## src/rtl/gaplus_rom_loader.sv

```systemverilog
`default_nettype none
// ============================================================================
// Module   : gaplus_rom_loader
// Function : routes the HPS ioctl download into four ROM regions and
//            sequences the core reset around downloads and external resets.
// Revision : 1.0
// ============================================================================
module gaplus_rom_loader #(
   parameter int REGION_SHIFT = 14,
   parameter int TOTAL_BYTES  = 65536,
   parameter int HOLD_CYCLES  = 1024
) (
   input  logic                    clk_sys,
   input  logic                    RESET_N,
   input  logic                    ioctl_download,
   input  logic                    ioctl_wr,
   input  logic [24:0]             ioctl_addr,
   input  logic [7:0]              ioctl_dout,
   input  logic                    ext_rst,
   output logic [3:0]              rom_we,
   output logic [REGION_SHIFT-1:0] rom_addr,
   output logic [7:0]              rom_data,
   output logic                    core_reset,
   output logic                    load_done,
   output logic                    load_err,
   output logic [16:0]             byte_count,
   output logic [15:0]             checksum
);

   localparam int               CNT_W     = (HOLD_CYCLES > 1) ? $clog2(HOLD_CYCLES) : 1;
   localparam logic [CNT_W-1:0] HOLD_LOAD = CNT_W'(HOLD_CYCLES - 1);

   typedef enum logic [1:0] {
      BOOT = 2'd0,
      LOAD = 2'd1,
      HOLD = 2'd2,
      RUN  = 2'd3
   } state_t;

   state_t           state;
   state_t           next_state;
   logic             dl_q;
   logic [CNT_W-1:0] hold_cnt;
   logic [CNT_W-1:0] hold_cnt_next;

   logic       rise;
   logic       fall;
   logic       in_load;
   logic       addr_ok;
   logic       accept;
   logic       reject;
   logic       err_final;
   logic [1:0] region;

   assign rise    = ioctl_download & ~dl_q;
   assign fall    = ~ioctl_download & dl_q;
   assign in_load = (state == LOAD);
   // one extra bit so a limit of 2^25 still compares correctly
   assign addr_ok = ({1'b0, ioctl_addr} < 26'(TOTAL_BYTES));
   assign accept  = in_load & ioctl_wr & addr_ok;
   assign reject  = in_load & ioctl_wr & ~addr_ok;
   assign region  = ioctl_addr[REGION_SHIFT+1 -: 2];

   // error status as it stands once this cycle's strobe is folded in;
   // a download that never accepted a byte counts as failed
   assign err_final = load_err | reject | ((byte_count == 17'd0) & ~accept);

   always_comb begin
      next_state    = state;
      hold_cnt_next = hold_cnt;
      if (rise) begin
         next_state = LOAD;
      end else begin
         case (state)
            BOOT: next_state = BOOT;
            LOAD: begin
               if (fall) begin
                  next_state    = HOLD;
                  hold_cnt_next = HOLD_LOAD;
               end
            end
            HOLD: begin
               if (ext_rst)
                  hold_cnt_next = HOLD_LOAD;
               else if (hold_cnt == '0)
                  next_state = RUN;
               else
                  hold_cnt_next = hold_cnt - CNT_W'(1);
            end
            RUN: begin
               if (ext_rst) begin
                  next_state    = HOLD;
                  hold_cnt_next = HOLD_LOAD;
               end
            end
            default: next_state = BOOT;
         endcase
      end
   end

   always_ff @(posedge clk_sys or negedge RESET_N) begin
      if (!RESET_N) begin
         state      <= BOOT;
         dl_q       <= 1'b0;
         hold_cnt   <= '0;
         core_reset <= 1'b1;
      end else begin
         state      <= next_state;
         dl_q       <= ioctl_download;
         hold_cnt   <= hold_cnt_next;
         core_reset <= (next_state != RUN);
      end
   end

   always_ff @(posedge clk_sys or negedge RESET_N) begin
      if (!RESET_N) begin
         rom_we   <= 4'b0000;
         rom_addr <= '0;
         rom_data <= 8'h00;
      end else begin
         rom_we <= accept ? (4'b0001 << region) : 4'b0000;
         if (accept) begin
            rom_addr <= ioctl_addr[REGION_SHIFT-1:0];
            rom_data <= ioctl_dout;
         end
      end
   end

   always_ff @(posedge clk_sys or negedge RESET_N) begin
      if (!RESET_N) begin
         byte_count <= 17'd0;
         checksum   <= 16'h0000;
         load_err   <= 1'b0;
         load_done  <= 1'b0;
      end else if (rise) begin
         byte_count <= 17'd0;
         checksum   <= 16'h0000;
         load_err   <= 1'b0;
      end else if (in_load) begin
         if (accept) begin
            if (byte_count != '1)
               byte_count <= byte_count + 17'd1;
            checksum <= checksum + {8'h00, ioctl_dout};
         end
         if (fall) begin
            load_err <= err_final;
            if (!err_final)
               load_done <= 1'b1;
         end else if (reject) begin
            load_err <= 1'b1;
         end
      end
   end

endmodule
`default_nettype wire

```

## config.mk

```make
export PLATFORM = sky130hd
export DESIGN_NAME = gaplus_rom_loader
export DESIGN_NICKNAME = d
export VERILOG_FILES = /design/src/rtl/gaplus_rom_loader.sv
export SDC_FILE = /design/constraint.sdc
export NUM_CORES = 1
export LEC_CHECK = 0
export CAP_MARGIN = 10
export CELL_PAD_IN_SITES_DETAIL_PLACEMENT = 0
export CELL_PAD_IN_SITES_GLOBAL_PLACEMENT = 2
export CORE_ASPECT_RATIO = 1.75
export CORE_MARGIN = 2
export CORE_UTILIZATION = 32
export CTS_BUF_LIST = sky130_fd_sc_hd__clkbuf_8
export DETAILED_ROUTE_END_ITERATION = 12
export PLACE_DENSITY = 0.87
export SYNTH_ARGS = -nofsm -noshare
export SYNTH_HDL_FRONTEND = slang
export SYNTH_SLANG_ARGS = --single-unit
```

## constraint.sdc

```tcl
create_clock -name clk_sys -period 4 [get_ports clk_sys]
set_input_delay 0.8 -clock clk_sys [delete_from_list [all_inputs] [get_ports clk_sys]]
set_output_delay 0.8 -clock clk_sys [all_outputs]
set_load 0.05 [all_outputs]
```

==> flow_summary.yaml, run 1 <==
clock_tree:
  post_cts_resized: 0
  clock_sinks: 75
  worstSkewPairLatency_ns: 0.36
  cts_tree: "built"
  cts.path.max_buffers: 2
  clkTransAtPathRegs_ns: 0.08
  post-cts-setup-buffer-count: 0
  cts-root-buf: "clkbuf_8"
  cts_buffers: 9
  cts_max_level: 3
  hold_buffers: 0
logic_synthesis:
  synth_cell_types: 50
  synth-xor-area-share_pct: 3.89
  syn-cell-area_um2: 3830
  synth_top_family_by_area: "simple AND/OR/NAND/NOR gates"
  synth-edff-count: 0
  avgSynthCellArea_um2: 9.10
  synthAdderAreaFrac_pct: 5.42
  ys_warn_count: 0
  yosys.area.top_type_share_pct: 48.4
  synthTopCellsByArea: "dfrtp_1, nand2_1, ha_1, a21oi_1, nor2_1"
  yosysSeqAreaShare_pct: 49.0
  synth-simple-area-share_pct: 25.2
  yosys.area.top_type: "dfrtp_1"
  synth_seq_cells: 75
  ys_async_sr_fraction_pct: 100
  syn_inst: 421
  synth_compound_area_share_pct: 11.5
  syn_nets: 475
  ys.flop_type: "dfrtp_1"
  synthMuxAreaShare_pct: 1.96
sta:
  setup_viol: 0
  whs_ns: 0.475
  clock_skew_ns: 0.0107
  max_freq_mhz: 325
  tightest_slew_ns: 0.977
  rsz0062_at_grt: "false"
  hold_viol: 0
  fin_crit_sh_pct: 76.8
  fin_crit_ns: 3.07
  drv_slew: 0
  finalSetupTns_ns: 0
  slew_headroom_pct: 34.9
layout:
  fin_cells: 660
  finish.utilization_pct: 44.4
  fin_area_um2: 5170
  layout.nets: 574
  drive_gt1_share_pct: 5.90
  area_delta_synth_final_pct: 35.1
  antenna_cells: 0
placed_design:
  io_buffers: 99
  hpwl_mm: 7.21
  gp_congestion: 0.811
  postPlaceCellArea_um2: 4960
  post-place-cells: 644
worst_setup_path:
  arrival_ns: 3.32
  critPathMaxStageDelay_ns: 0.74
  crit_type: "in2reg"
  end_kind: "flip-flop"
  cp.required_ns: 4.25
  slowest_stage: "a2111oi_0"
  path_cells: "clkdlybuf4s50_1 > ha_1 > nand3_1 > nor2_1 > o2111ai_1 > a2111oi_0 > mux2_2"
  cpLargestDelayFamily: "compound AO/OA/AOI/OAI gates"
  path_max_fanout: 5
  path_buf_inv: 1
  worst_setup_path_start_kind: "input pin"
drt:
  drt_iter0_drc: 122
  wl_per_cell_um: 15.2
  detail_route.first_pass.iterations: 4
  finalWirelength_mm: 10.0
  drt.antenna.violating_nets: 0
  vias: 3343
  drc: 0
  via_per_inst: 5.07
global_route:
  grt-ovfl-total: 0
  grt_pass1_vias: 3288
  grt_start_max_net_pins: 76
  antenna_found_initial: 0
  track_usage_pct: 16.1
  grt_first_pass_wirelength_mm: 16.5
power_and_ir_drop:
  ir_worst_vdd_mv: 0.153
  cellLeakagePower_nw: 2.28
  power.density_nw_per_um2: 315
run:
  maxCapViolations: 0
floorplanning:
  ios: 100
  core.rowCount: 52
  dieArea_um2: 12900
  die_h_um: 149
  die_x_um: 86.7
  core_um2: 11600
  start_util_pct: 32.9
status:
  status: "completed"
worst_hold_path:
  hp-class: "reg2reg"
==> where the power goes <==
part	internal, mW	switching [mW]
Sequential	0.787	0.0357
Clock	0.324	0.294
Combinational	0.0805	0.106
Total	1.19	0.436
==> placed cells by master (no fill, tap or decap), types with 3 or more instances in the layout <==
master,netlist,final
nor4_1,13,13
xnor2_1,13,13
a211oi_1,3,3
clkbuf_8,0,11
xor2_1,4,4
and3_1,5,5
or3_1,6,6
nand2_1,94,94
buf_4,0,6
nand4_1,8,8
nor2_1,36,36
ha_1,15,15
nand3_1,12,12
inv_1,15,15
mux2i_1,3,3
dfrtp_1,74,74
a211o_1,3,3
o21ai_0,15,15
and4_1,3,3
nor2b_1,7,7
nor3_1,8,8
clkdlybuf4s50_1,0,98
a21oi_1,29,29
mux2_2,4,4
==> final timing paths <==
kind	startpoint	to	slack (ns)	depth (start not counted)
worst max-delay path	ioctl_dout[3]	checksum[15]$_DFFE_PN0P_	0.93	7
worst min-delay path	rom_addr[2]$_DFFE_PN0P_	rom_addr[2]$_DFFE_PN0P_	0.48	2
worst max register to register	checksum[2]$_DFFE_PN0P_	checksum[15]$_DFFE_PN0P_	1.41	6
worst min register to register	rom_addr[2]$_DFFE_PN0P_	rom_addr[2]$_DFFE_PN0P_	0.48	2
max in group asynchronous	RESET_N	hold_cnt[2]$_DFFE_PN0P_	2.76	1
min in group asynchronous	RESET_N	rom_data[3]$_DFFE_PN0P_	0.56	1
==> registers in the layout, indices dropped and copies added (netlist names) <==
register	cells
core_reset	1
byte_count	17
state	2
load_err	1
dl_q	1
rom_we	4
rom_addr	14
rom_data	8
hold_cnt	10
checksum	16
load_done	1
==> metal layers <==
layer | vias to the layer above | track usage [%] | share of wire, %
li1 | 1663 | - | -
met1 | 1580 | 19.5 | 43
met2 | 91 | 27.9 | 51
met3 | 9 | 3.05 | 4.6
met4 | 0 | 6.33 | 1.6
met5 | - | 0 | 0
==> kinds of logic after synthesis <==
| family | after synthesis |
|---|---|
| adder cells (fa/ha/maj) | 16 |
| XOR/XNOR | 17 |
| flip-flops | 75 |
| buffers and inverters | 31 |
| AO/OA/AOI/OAI | 71 |
| multiplexers | 7 |
| AND/OR/NAND/NOR | 204 |
==> cell usage after synthesis, types with 2 or more instances <==
cell	count
a2111oi_0	2
a211o_1	3
a211oi_1	3
a21oi_1	29
a31oi_1	2
and3_1	5
and4_1	3
buf_1	3
clkbuf_1	12
dfrtp_1	74
ha_1	15
inv_1	15
mux2_2	4
mux2i_1	3
nand2_1	94
nand2b_1	2
nand3_1	12
nand3b_1	2
nand4_1	8
nor2_1	36
nor2b_1	7
nor3_1	8
nor4_1	13
nor4b_1	2
o211ai_1	2
o21a_1	2
o21ai_0	15
o21bai_1	2
or3_1	6
or4_4	2
xnor2_1	13
xor2_1	4
==> final cells by class <==
class / instances / area [µm²]
timing repair buffer: 104 / 1030
fill: 1159 / 6470
multi-input combinational: 315 / 1830
sequential: 75 / 1880
inverter: 15 / 56.3
clock buffer: 11 / 151
tap: 135 / 169
clock inverter: 5 / 60.1
==> tightest hold or removal path, cell delays in order (launching register included) <==
cell and delay (ns):
dfrtp_1 0.34, nand2_1 0.05, nand2_1 0.05
==> stage by stage <==
step | setup WS, ns | power, mW
floorplan | 1.54 | 0.931
global placement | 0.648 | 1.02
detailed placement | 0.623 | 1.03
CTS | 1.00 | 1.65
global route | 0.932 | 1.70
finish | 0.928 | 1.63
Note: power is estimated with default switching activity, not from simulation.
==> run 2, diff against run 1 <==
--- a/config.mk
+++ b/config.mk
@@ -10,10 +10,10 @@
 export CELL_PAD_IN_SITES_GLOBAL_PLACEMENT = 2
 export CORE_ASPECT_RATIO = 1.75
 export CORE_MARGIN = 2
-export CORE_UTILIZATION = 32
+export CORE_UTILIZATION = 30
 export CTS_BUF_LIST = sky130_fd_sc_hd__clkbuf_8
 export DETAILED_ROUTE_END_ITERATION = 12
-export PLACE_DENSITY = 0.87
+export PLACE_DENSITY = 0.82
 export SYNTH_ARGS = -nofsm -noshare
 export SYNTH_HDL_FRONTEND = slang
 export SYNTH_SLANG_ARGS = --single-unit
==> constraint.sdc (replaced) <==
create_clock -name clk_sys -period 3 [get_ports clk_sys]
set_input_delay 0.6 -clock clk_sys [delete_from_list [all_inputs] [get_ports clk_sys]]
set_output_delay 0.6 -clock clk_sys [all_outputs]
set_load 0.05 [all_outputs]
==> run 2 against run 1 <==
  * Sequential power up 34%
  * Global-route usage about the same
  * Sequential share of layout area is 0.65 points lower
  * Clock power increased by 42%
  * Largest cell class unchanged
  * Largest power group unchanged
==> flow_summary.yaml, run 2 (synthesized netlist as in run 1, its figures left out) <==
status:
  status: "completed"
layout:
  area_delta_synth_final_pct: 37.6
  regMostFlops: "byte_count"
  multiInputGateArea_um2: 1830
  layout.nets: 579
  final_cell_mix: "clkdlybuf4s50_1, nand2_1, dfrtp_1, nor2_1, a21oi_1"
  fin_area_um2: 5270
  finish.utilization_pct: 42.2
  largestRegisters: "byte_count x17, checksum x16, rom_addr x14"
  final_common_cell: "clkdlybuf4s50_1"
  antenna_cells: 0
  nFillCells: 1243
  largest_reg_flops: 17
  drive_gt1_share_pct: 6.79
  fin_cells: 698
  seq_area_um2: 1880
power_and_ir_drop:
  comb_power_share_pct: 11.4
  p_seq_share_pct: 49.1
  ir_worst_vdd_mv: 0.165
  p_clk_share_pct: 39.5
  switching_share_pct: 26.8
  p_switching_mw: 0.599
  cellLeakagePower_nw: 2.30
  intPower_mw: 1.63
  power.density_nw_per_um2: 424
floorplanning:
  dieArea_um2: 13700
  ios: 100
  die_h_um: 153
  core.rowCount: 54
  start_util_pct: 30.6
  core_um2: 12500
  die_x_um: 89.4
drt:
  drt_iter0_drc: 124
  drt.antenna.violating_nets: 0
  detail_route.first_pass.iterations: 4
  vias: 3405
  finalWirelength_mm: 10.5
  via_per_inst: 4.88
  drc: 0
  wl_per_cell_um: 15.1
clock_tree:
  cts.path.max_buffers: 2
  cts_buffers: 9
  post_cts_resized: 0
  hold_buffers: 0
  cts-root-buf: "clkbuf_8"
  clock_sinks: 75
  post-cts-setup-buffer-count: 0
  cts_max_level: 3
  worstSkewPairLatency_ns: 0.35
  cts_tree: "built"
  clkTransAtPathRegs_ns: 0.08
worst_setup_path:
  cp.required_ns: 3.24
  r2r-end: "byte_count[13]$_DFFE_PN0P_"
  arrival_ns: 2.78
  crit_start: "ioctl_dout[2]"
  end_kind: "flip-flop"
  worst_setup_path_start_kind: "input pin"
  reg2reg_slack_ns: 0.63
  r2r_start: "byte_count[7]$_DFFE_PN0P_"
  path_max_fanout: 5
  cp-endpoint: "checksum[15]$_DFFE_PN0P_"
  crit_type: "in2reg"
  reg2reg_depth: 9
sta:
  max_freq_mhz: 394
  hold_viol: 0
  clock_skew_ns: 0.00904
  fin_crit_ns: 2.54
  finalSetupTns_ns: 0
  drv_slew: 0
  tightest_slew_ns: 1.01
  slew_headroom_pct: 33.0
  fin_crit_sh_pct: 84.6
  setup_viol: 0
  whs_ns: 0.380
  rsz0062_at_grt: "false"
global_route:
  track_usage_pct: 16.1
  grt_first_pass_wirelength_mm: 17.2
  antenna_found_initial: 1
  grt_start_max_net_pins: 76
  grt-ovfl-total: 0
  grt_pass1_vias: 3459
placed_design:
  postPlaceCellArea_um2: 5040
  gp_congestion: 0.817
  post-place-cells: 682
  hpwl_mm: 7.63
  io_buffers: 99
run:
  maxCapViolations: 0
worst_hold_path:
  hp-class: "in2async"
==> run 2: changes by cell type in the layout (fill, tap and decap cells not counted) <==
cell       before  now
buf_4           6   11
bufinv_16       1    2
clkbuf_8       11    9
clkinv_2        1    0
clkinv_4        1    4
inv_6           1    0
==> run 2: per-stage QoR <==
stage	setup slack (ns)	power, mW
after floorplan	0.537	1.24
after global placement	0.136	1.37
after detailed placement	0.0675	1.38
after CTS	0.460	2.27
after global routing	0.266	2.35
final	0.462	2.23
==> run 2: power groups by stage <==
| stage | Sequential, mW | Combinational, mW | Clock (mW) |
|---|---|---|---|
| CTS | 1.10 | 0.259 | 0.914 |
| finish | 1.10 | 0.254 | 0.881 |
| detailed placement | 1.12 | 0.260 | 0 |
| floorplan | 1.13 | 0.107 | 0 |
| global route | 1.10 | 0.283 | 0.962 |
| global placement | 1.11 | 0.254 | 0 |
==> run 2: worst max-delay path: stages <==
cell	delay (ns)
clkdlybuf4s50_1	0.44
ha_1	0.38
nand3_1	0.09
nor2_1	0.20
o2111ai_1	0.21
a2111oi_0	0.47
mux2_2	0.38
==> run 2: worst min-delay path by stage <==
stage                             startpoint                        end  slack, ns  cells after the start
finish                               RESET_N    rom_data[3]$_DFFE_PN0P_       0.38                      1
global route                         RESET_N    checksum[8]$_DFFE_PN0P_       0.45                      1
CTS                                  RESET_N    checksum[8]$_DFFE_PN0P_       0.44                      1
detailed placement  rom_addr[10]$_DFFE_PN0P_   rom_addr[10]$_DFFE_PN0P_       0.46                      2
global placement     rom_addr[2]$_DFFE_PN0P_    rom_addr[2]$_DFFE_PN0P_       0.46                      2
floorplan                            RESET_N  byte_count[0]$_DFFE_PN0P_       0.30                      0
==> run 2: final cells by class <==
class	count	share of cell area [%]
multi-input cells	315	34.8
repair buffers	109	20.2
well taps	168	3.99
flip-flops and latches	75	35.6
inverters	15	1.07
clock buffers	9	2.35
clock inverters	7	1.95
==> run 2: metal layers <==
metal  wire (µm)  global-route usage (%)
met1        4220                    18.1
met2        5640                    28.3
met3         433                    3.13
met4         247                    7.18
met5          10                       0
==> run 3, diff against run 2 <==
--- a/config.mk
+++ b/config.mk
@@ -10,10 +10,10 @@
 export CELL_PAD_IN_SITES_GLOBAL_PLACEMENT = 2
 export CORE_ASPECT_RATIO = 1.75
 export CORE_MARGIN = 2
-export CORE_UTILIZATION = 30
+export CORE_UTILIZATION = 27
 export CTS_BUF_LIST = sky130_fd_sc_hd__clkbuf_8
 export DETAILED_ROUTE_END_ITERATION = 12
-export PLACE_DENSITY = 0.82
+export PLACE_DENSITY = 0.78
 export SYNTH_ARGS = -nofsm -noshare
 export SYNTH_HDL_FRONTEND = slang
 export SYNTH_SLANG_ARGS = --single-unit
==> constraint.sdc (replaced) <==
create_clock -name clk_sys -period 2.1 [get_ports clk_sys]
set_input_delay 0.42 -clock clk_sys [delete_from_list [all_inputs] [get_ports clk_sys]]
set_output_delay 0.42 -clock clk_sys [all_outputs]
set_load 0.05 [all_outputs]
==> run 3 against run 2 <==
  * Utilization is 0.083 points lower
  * Clock power is 25% higher
  * Sequential power is 41% higher
  * Critical path type is now reg2reg
  * Sequential cell count stayed put
  * Clock skew is 0.0020 ns higher
  * Worst hold slack worse by 0.065 ns
  * Largest cell class is now multi-input combinational cells
  * Total power is 38% higher
  * Via count is 8.5% higher
  * Register-to-register slack worse by 0.62 ns
==> flow_summary.yaml, run 3 (synthesized netlist as in run 1, its figures left out) <==
worst_setup_path:
  arrival_ns: 2.38
  r2r-end: "hold_cnt[9]$_DFFE_PN0P_"
  cp.required_ns: 2.40
  reg2reg_depth: 5
  path_max_fanout: 3
  worst_setup_path_start_kind: "flip-flop"
  end_kind: "flip-flop"
  r2r_start: "hold_cnt[1]$_DFFE_PN0P_"
  reg2reg_slack_ns: 0.01
  crit_type: "reg2reg"
layout:
  largestRegisters: "byte_count x17, checksum x16, rom_addr x14"
  regMostFlops: "byte_count"
  nFillCells: 1402
  final_cell_mix: "nand2_1, clkdlybuf4s50_1, buf_4, dfrtp_1, nor2_1"
  area_delta_synth_final_pct: 52.8
  drive_gt1_share_pct: 22.7
  antenna_cells: 0
  fin_area_um2: 5850
  layout.nets: 635
  final_common_cell: "nand2_1"
  largest_reg_flops: 17
floorplanning:
  core_um2: 13900
  ios: 100
  dieArea_um2: 15200
  die_h_um: 162
  die_x_um: 94.0
  start_util_pct: 27.5
  core.rowCount: 57
sta:
  clock_skew_ns: 0.0111
  fin_crit_ns: 2.09
  setup_viol: 0
  tightest_slew_ns: 0.524
  drv_slew: 0
  max_freq_mhz: 479
  fin_crit_sh_pct: 99.4
  whs_ns: 0.314
  slew_headroom_pct: 65.0
  hold_viol: 0
  rsz0062_at_grt: "true"
clock_tree:
  cts_max_level: 3
  clock_sinks: 75
  cts_tree: "built"
  cts.path.max_buffers: 2
  cts-root-buf: "clkbuf_8"
  cts_buffers: 9
  clkTransAtPathRegs_ns: 0.09
  worstSkewPairLatency_ns: 0.36
placed_design:
  hpwl_mm: 8.59
  postPlaceCellArea_um2: 5540
  io_buffers: 99
  gp_congestion: 0.829
worst_hold_path:
  hold_depth: 3
  hp-class: "in2reg"
  hp-start: "ioctl_dout[0]"
  whs_endpoint: "rom_data[0]$_DFFE_PN0P_"
drt:
  drt.antenna.violating_nets: 0
  via_per_inst: 4.84
  wl_per_cell_um: 14.9
  vias: 3695
  detail_route.first_pass.iterations: 4
  finalWirelength_mm: 11.4
  drt_iter0_drc: 126
  drc: 0
power_and_ir_drop:
  power.density_nw_per_um2: 528
  cellLeakagePower_nw: 2.81
  ir_worst_vdd_mv: 0.285
status:
  status: "completed"
global_route:
  grt_pass1_vias: 3752
  grt-ovfl-total: 0
  grt_start_max_net_pins: 34
  antenna_found_initial: 0
  track_usage_pct: 15.3
  grt_first_pass_wirelength_mm: 18.3
run:
  maxCapViolations: 0
-- run 3: cell count changes in the layout (fill, tap and decap cells not counted), moves of 15 or more --
cell / change
clkdlybuf4s50_1: -27
dlymetal6s2s_1: +15
buf_4: +58
dfrtp_1: -16
dfrtp_2: +16
-- run 3: how the worst max path moves through the flow --
| stage | startpoint | end | slack, ns | cells after the start |
|---|---|---|---|---|
| after global placement | ioctl_dout[4] | checksum[15]$_DFFE_PN0P_ | -0.43 | 7 |
| after floorplan | byte_count[6]$_DFFE_PN0P_ | byte_count[13]$_DFFE_PN0P_ | -0.03 | 10 |
| after detailed placement | ioctl_dout[0] | checksum[10]$_DFFE_PN0P_ | -0.51 | 8 |
| final | hold_cnt[1]$_DFFE_PN0P_ | hold_cnt[9]$_DFFE_PN0P_ | 0.01 | 5 |
| after CTS | byte_count[8]$_DFFE_PN0P_ | byte_count[8] | 0.001 | 2 |
| after global routing | hold_cnt[1]$_DFFE_PN0P_ | hold_cnt[9]$_DFFE_PN0P_ | -0.04 | 5 |
-- run 3: stage by stage --
stage	worst slack, ns	cells	power (mW)	util [%]	setup TNS (ns)
6_report	0.0129	763	3.09	42.1	0
5_1_grt	-0.0425	763	3.26	42.1	-0.0560
4_1_cts	0.00103	762	3.13	41.5	0
3_5_place_dp	-0.513	743	2.02	39.8	-10.14
3_3_place_gp	-0.430	743	2.01	39.8	-9.39
2_1_floorplan	-0.0306	421	1.78	-	-0.0306
-- run 3: area by class of cell --
cell class	instances	area, µm²	share of cell area (%)
Clock inverter	7	65.1	1.11
Inverter	15	56.3	0.962
Tap cell	177	221	3.79
Sequential cell	75	1900	32.4
Timing Repair Buffer	165	1530	26.2
Multi-Input combinational cell	315	1960	33.4
Clock buffer	9	124	2.12
-- run 3: where the power goes --
part	internal (mW)	switching, mW
registers	1.50	0.0506
logic	0.205	0.240
clock network	0.460	0.636
-- run 3: per-layer routing --
metal | wire [µm] | GRT usage [%] | vias to the layer above
met4 | 223 | 5.73 | 0
met3 | 453 | 3.03 | 18
met2 | 6310 | 28.7 | 96
li1 | - | - | 1785
met1 | 4360 | 16.6 | 1796
met5 | 0 | 0 | -
-- run 3: worst max-delay path, cell delays in order (launching register included) --
cell	delay (ns)
dfrtp_1	0.40
or3_4	0.40
or4_4	0.44
or4_4	0.43
a211o_1	0.30
nand2_1	0.06
-- run 3: timing repair --
| item | CTS | global route |
|---|---|---|
| cloned | 0 | 0 |
| resized for setup | 11 | 23 |
| pin swaps | 4 | 11 |
| hold buffers | 1 | 0 |
| setup buffers | 2 | 1 |
| setup endpoints to repair | 11 | 27 |
| hold endpoints to repair | 21 | 0 |
==> variant 1, RTL diff (config.mk and constraints of run 3) <==
`REGION_SHIFT`: 14 -> 15.
--- a/src/rtl/gaplus_rom_loader.sv
+++ b/src/rtl/gaplus_rom_loader.sv
@@ -8,3 +8,3 @@
 module gaplus_rom_loader #(
-   parameter int REGION_SHIFT = 14,
+   parameter int REGION_SHIFT = 15,
    parameter int TOTAL_BYTES  = 65536,
Ports: changed (resized rom_addr); port bits go from 100 to 101. No check against the original RTL was run, so the function may have changed too.
==> variant 1 against run 3 <==
- combinational power grew 4.7%
- synthesized area grew 7.0%
- via count up 3.5%
- register-to-register slack better by 0.04 ns
- setup slack gained 0.030 ns
- die area up 6.8%
- total power rose by 17%
- fmax increased by 1.4%
- cell area increased by 7.4%
- sequential cell count increased by 1
- routed wire length increased by 7.7%
- final cell count is 2.4% higher
- first-iteration DRC count grew 46%
- critical endpoint is now byte_count[5]
- largest power group unchanged
==> variant 1: results (changes against run 3) <==
- H-tree depth: 3 (unchanged)
- Skew-Pair Late Insertion Delay: 0.36 ns (about the same)
- Worst Path Arrival: 1.64 ns (-0.74 ns)
- Via-to-Cell Ratio: 4.90 (+1.2%)
- CTS Root Cell: clkbuf_8
- Initial antenna violation count: 0 (unchanged)
- Most used DFF post-synth: dfrtp_1
- Metal3 WL: 482 um (+6.4%)
- Top sig layer: met4
- Internal power: 2.67 mW (+23%)
- Number of global-route vias before repair: 4007 (+6.8%)
- Async S/R FF share, synth: 1.00 (unchanged)
- Hpwl dp: 9160 um (+6.6%)
- Worst vdd ir: 280 uV (-1.7%)
- Clock Tree Buf Depth: 2 (unchanged)
- Setup Skew: 0.00861 ns (-0.00248 ns)
- Final GP Congestion: 0.771 (-7.1%)
- Netlist cell types: 58 (+16%)
- Routed length per instance: 15.7 um (+5.2%)
- Seq/Total Area, Yosys: 0.464 (-0.0261)
- Hold Crit Class: in -> async
- Share of layout cells above drive strength 1: 0.266 (+0.0389)
- Static Leak: 2.98 nW (+6.1%)
- Nets@finish: 647 (+1.9%)
- CP max-delay cell: clkdlybuf4s50_1
- Drt first pass iters: 4 (unchanged)
- Gr ovfl total: 0 (unchanged)
- Number of synthesized flops with an enable pin: 0 (unchanged)
- Maximum number of pins on one net before global-route repair: 49 (+44%)
- ANT cells: 0 (unchanged)
- Status: completed
- Fillcell total: 1457 (+3.9%)
- GRT Util Overall: 0.150 (-0.00283)
- Yosys Warn Count: 0 (unchanged)
- Worst-path clk slew: roughly 0.08 ns
- Leading registers by flop count: byte_count (17), checksum (16), rom_addr (15)
- Pre-CTS WS: -0.512 ns (+0.00124 ns)
- Iteration-0 DRC Markers: 184 (+46%)
- Port bufs: 100 (+1.0%)
- Commonest cells post-synth: nand2_1, dfrtp_1, nor2_1
- First-pass GRT wire length: 19800 um (+8.2%)
- Synth area leaders: dfrtp_1, nand2_1, ha_1
- Slew headroom: 0.613 (-0.0371)
- Met2 Routed Length: 7080 um (+12%)
- Delay-heaviest family, CP: buffers and inverters
- Slowest stage delay, CP: 0.79 ns (+0.35 ns)
- M1 WL: 4500 um (+3.1%)
- Num CTS Buffers: 9 (unchanged)
- Post-CTS setup buffers: 0 (-2)
- Crit Path Max Fanout: 4 (+1)
## variant 1: changes by cell type in the layout (fill, tap and decap cells not counted), moves of 6 or more
cell	change
a211oi_2	+6
a21oi_1	-6
dfrtp_2	+6
mux2_1	+6
nand2_1	-7
nor2b_1	+8
o31ai_1	+10
xnor2_1	-11
## variant 1: cells by family after synthesis
group / synth area share
AOI/OAI and AO/OA: 0.132
xor gates and xnor gates: 0.0107
adders and majority gates: 0.0507
buffers and inverters: 0.0366
DFF: 0.464
muxes: 0.0437
other: 0.000915
and+or+nand+nor: 0.261
## variant 1: cell type report
class                   instances  area, um2  share of cell area
clock buffers                   9        124              0.0197
inverters                      14       52.6             0.00836
multi-input cells             332       2310               0.367
repair buffers                160       1510               0.239
well taps                     183        229              0.0364
flip-flops and latches         76       1930               0.307
clock inverters                 7        139              0.0221
## variant 1: timing repair
action / in CTS / in global routing
setup endpoints to repair: 20 / 29
endpoints found under the hold margin: 0 / 0
pin swaps: 1 / 3
resized for setup: 20 / 42
## variant 1: final timing paths
path / from / end / slack [ns] / cells past startpoint
hold reg to reg: rom_data[1] / rom_data[1] / 0.48 / 2
setup / recovery: byte_count[5] / byte_count[5] / 0.04 / 2
hold / removal: RESET_N / rom_we[2] / 0.03 / 1
setup reg to reg: byte_count[1] / byte_count[8] / 0.05 / 9
min in group clk_sys: ioctl_dout[3] / rom_data[3] / 0.37 / 3
max in group asynchronous: RESET_N / rom_we[0] / 1.44 / 2
## variant 1: per-layer routing
metal	GRT usage	vias up
li1	-	1862
met1	0.156	1878
met2	0.296	73
met3	0.0340	13
met4	0.0435	0
met5	0	-
## variant 1: power groups by stage
stage                     clock network [mW]  logic, mW  registers, mW
after detailed placement                   0      0.459           1.68
after global routing                    1.60      0.523           1.68
after floorplan                            0      0.190           1.70
after CTS                               1.54      0.460           1.65
final                                   1.49      0.466           1.66
after global placement                     0      0.450           1.68
## variant 1: metrics by stage
stage / area, um2 / instances / hold WS (ns) / setup TNS (ns)
4_1_cts: 6080 / 781 / 0.0430 / 0
3_3_place_gp: 5760 / 765 / 0.439 / -10.75
6_report: 6290 / 781 / 0.0294 / 0
2_1_floorplan: 4180 / 441 / 0.124 / -1.14
3_5_place_dp: 5760 / 765 / 0.439 / -12.02
5_1_grt: 6290 / 781 / 0.0511 / -0.231
## variant 1: worst register-to-register path: stages, from the launching register on
cell and delay (ns):
dfrtp_2 0.43, ha_4 0.18, nand2_2 0.09, nor4_4 0.06, ha_2 0.17, buf_4 0.15, nand2b_4 0.16, or3_4 0.32
or3_1 0.31, a21oi_1 0.12
==> variant 2, RTL diff (flow settings as in run 3) <==
Without the edit above. Remove the register `core_reset`: a continuous assignment takes its place, so the output `core_reset` follows one clock earlier.
--- a/src/rtl/gaplus_rom_loader.sv
+++ b/src/rtl/gaplus_rom_loader.sv
@@ -105,3 +105,2 @@
          hold_cnt   <= '0;
-         core_reset <= 1'b1;
       end else begin
@@ -110,5 +109,6 @@
          hold_cnt   <= hold_cnt_next;
-         core_reset <= (next_state != RUN);
       end
    end
+
+   assign core_reset = (next_state != RUN);
 
Check against the original RTL: same outputs for any inputs over 4 cycles, from zero or initial values and one cycle with RESET_N low; that may be too few to reach the edited logic, so the function may still have changed.
==> variant 2 against run 3 <==
- the run now ends with setup timing left
- setup slack got worse by 0.13 ns
- combinational power rose by 31%
- routed wire length rose by 8.8%
- sequential power barely moved
- count of clock-buffer cells in the layout did not move
- total power rose by 9.2%
- synthesized area fell by 0.69%
- synthesized cell count fell by 0.24%
- first-iteration DRC count fell by 23%
- sequential cell count fell by 1
- critical path depth rose by 1
- cell area rose by 6.3%
- die area fell by 0.66%
- critical endpoint is now core_reset
- largest power group unchanged
- highest routed layer unchanged
==> variant 2: results (changes against run 3) <==
- Setup WS post-layout: -0.116 ns (-0.129 ns)
- Final GP Congestion: 0.808 (-2.6%)
- Share of layout cells above drive strength 1: 0.286 (+0.0590)
- Vias: 3718 (+0.62%)
- Hpwl dp: 9030 um (+5.1%)
- Internal power: 2.45 mW (+13%)
- Failing checks: setup timing
- Pre-CTS WS: -0.446 ns (+0.0672 ns)
- Delay-heaviest family, CP: flip-flops
- Combinational share of power: 0.172 (+0.028)
- Crit Path Max Fanout: 2 (-1)
- Number of global-route vias before repair: 4016 (+7.0%)
- Placed Cells: 746 (+0.40%)
- R2R depth: 6 (+1)
- Slowest stage delay, CP: 0.40 ns (-0.04 ns)
- Flop2flop setup slack: -0.09 ns (-0.10 ns)
- Static Leak: 3.05 nW (+8.5%)
- Post-CTS setup buffers: 18 (+16)
- Slew @ Worst Pin: 0.558 ns (+0.0335 ns)
- Endpoints failing setup: 2 (+2)
- Worst vdd ir: 272 uV (-4.5%)
- Nets@finish: 654 (+3.0%)
- Status: finished with violations
- Via-to-Cell Ratio: 4.75 (-1.8%)
- First-pass GRT wire length: 19800 um (+8.2%)
- Maximum number of pins on one net before global-route repair: 45 (+32%)
- Synth Instances: 420 (-0.24%)
- Adder-Cell Fraction of Synth Area: 0.0546 (+0.000375)
variant 2: cell types whose count changed after synthesis:
cell,change
dfstp_2,-1
variant 2: final cells by class:
class                      instances  area (um2)
clock buffer                       9         124
clock inverter                     7        93.8
fill                            1373        7610
inverter                          15        56.3
multi-input combinational        315        2130
sequential                        74        1870
tap                              177         221
timing repair buffer             185        1720
variant 2: metal layers:
layer / GRT usage / share of wire / wire [um]
met5: 0 / 0 / 0
met4: 0.0652 / 0.022 / 269
met3: 0.0368 / 0.040 / 494
met2: 0.334 / 0.58 / 7230
met1: 0.166 / 0.35 / 4360
variant 2: worst min path at each step:
stage / from / depth (start not counted) / to
2_1_floorplan: RESET_N / 0 / byte_count[0]
3_3_place_gp: RESET_N / 1 / byte_count[13]
3_5_place_dp: RESET_N / 1 / byte_count[13]
4_1_cts: RESET_N / 1 / byte_count[13]
5_1_grt: RESET_N / 1 / byte_count[4]
6_report: RESET_N / 1 / byte_count[13]
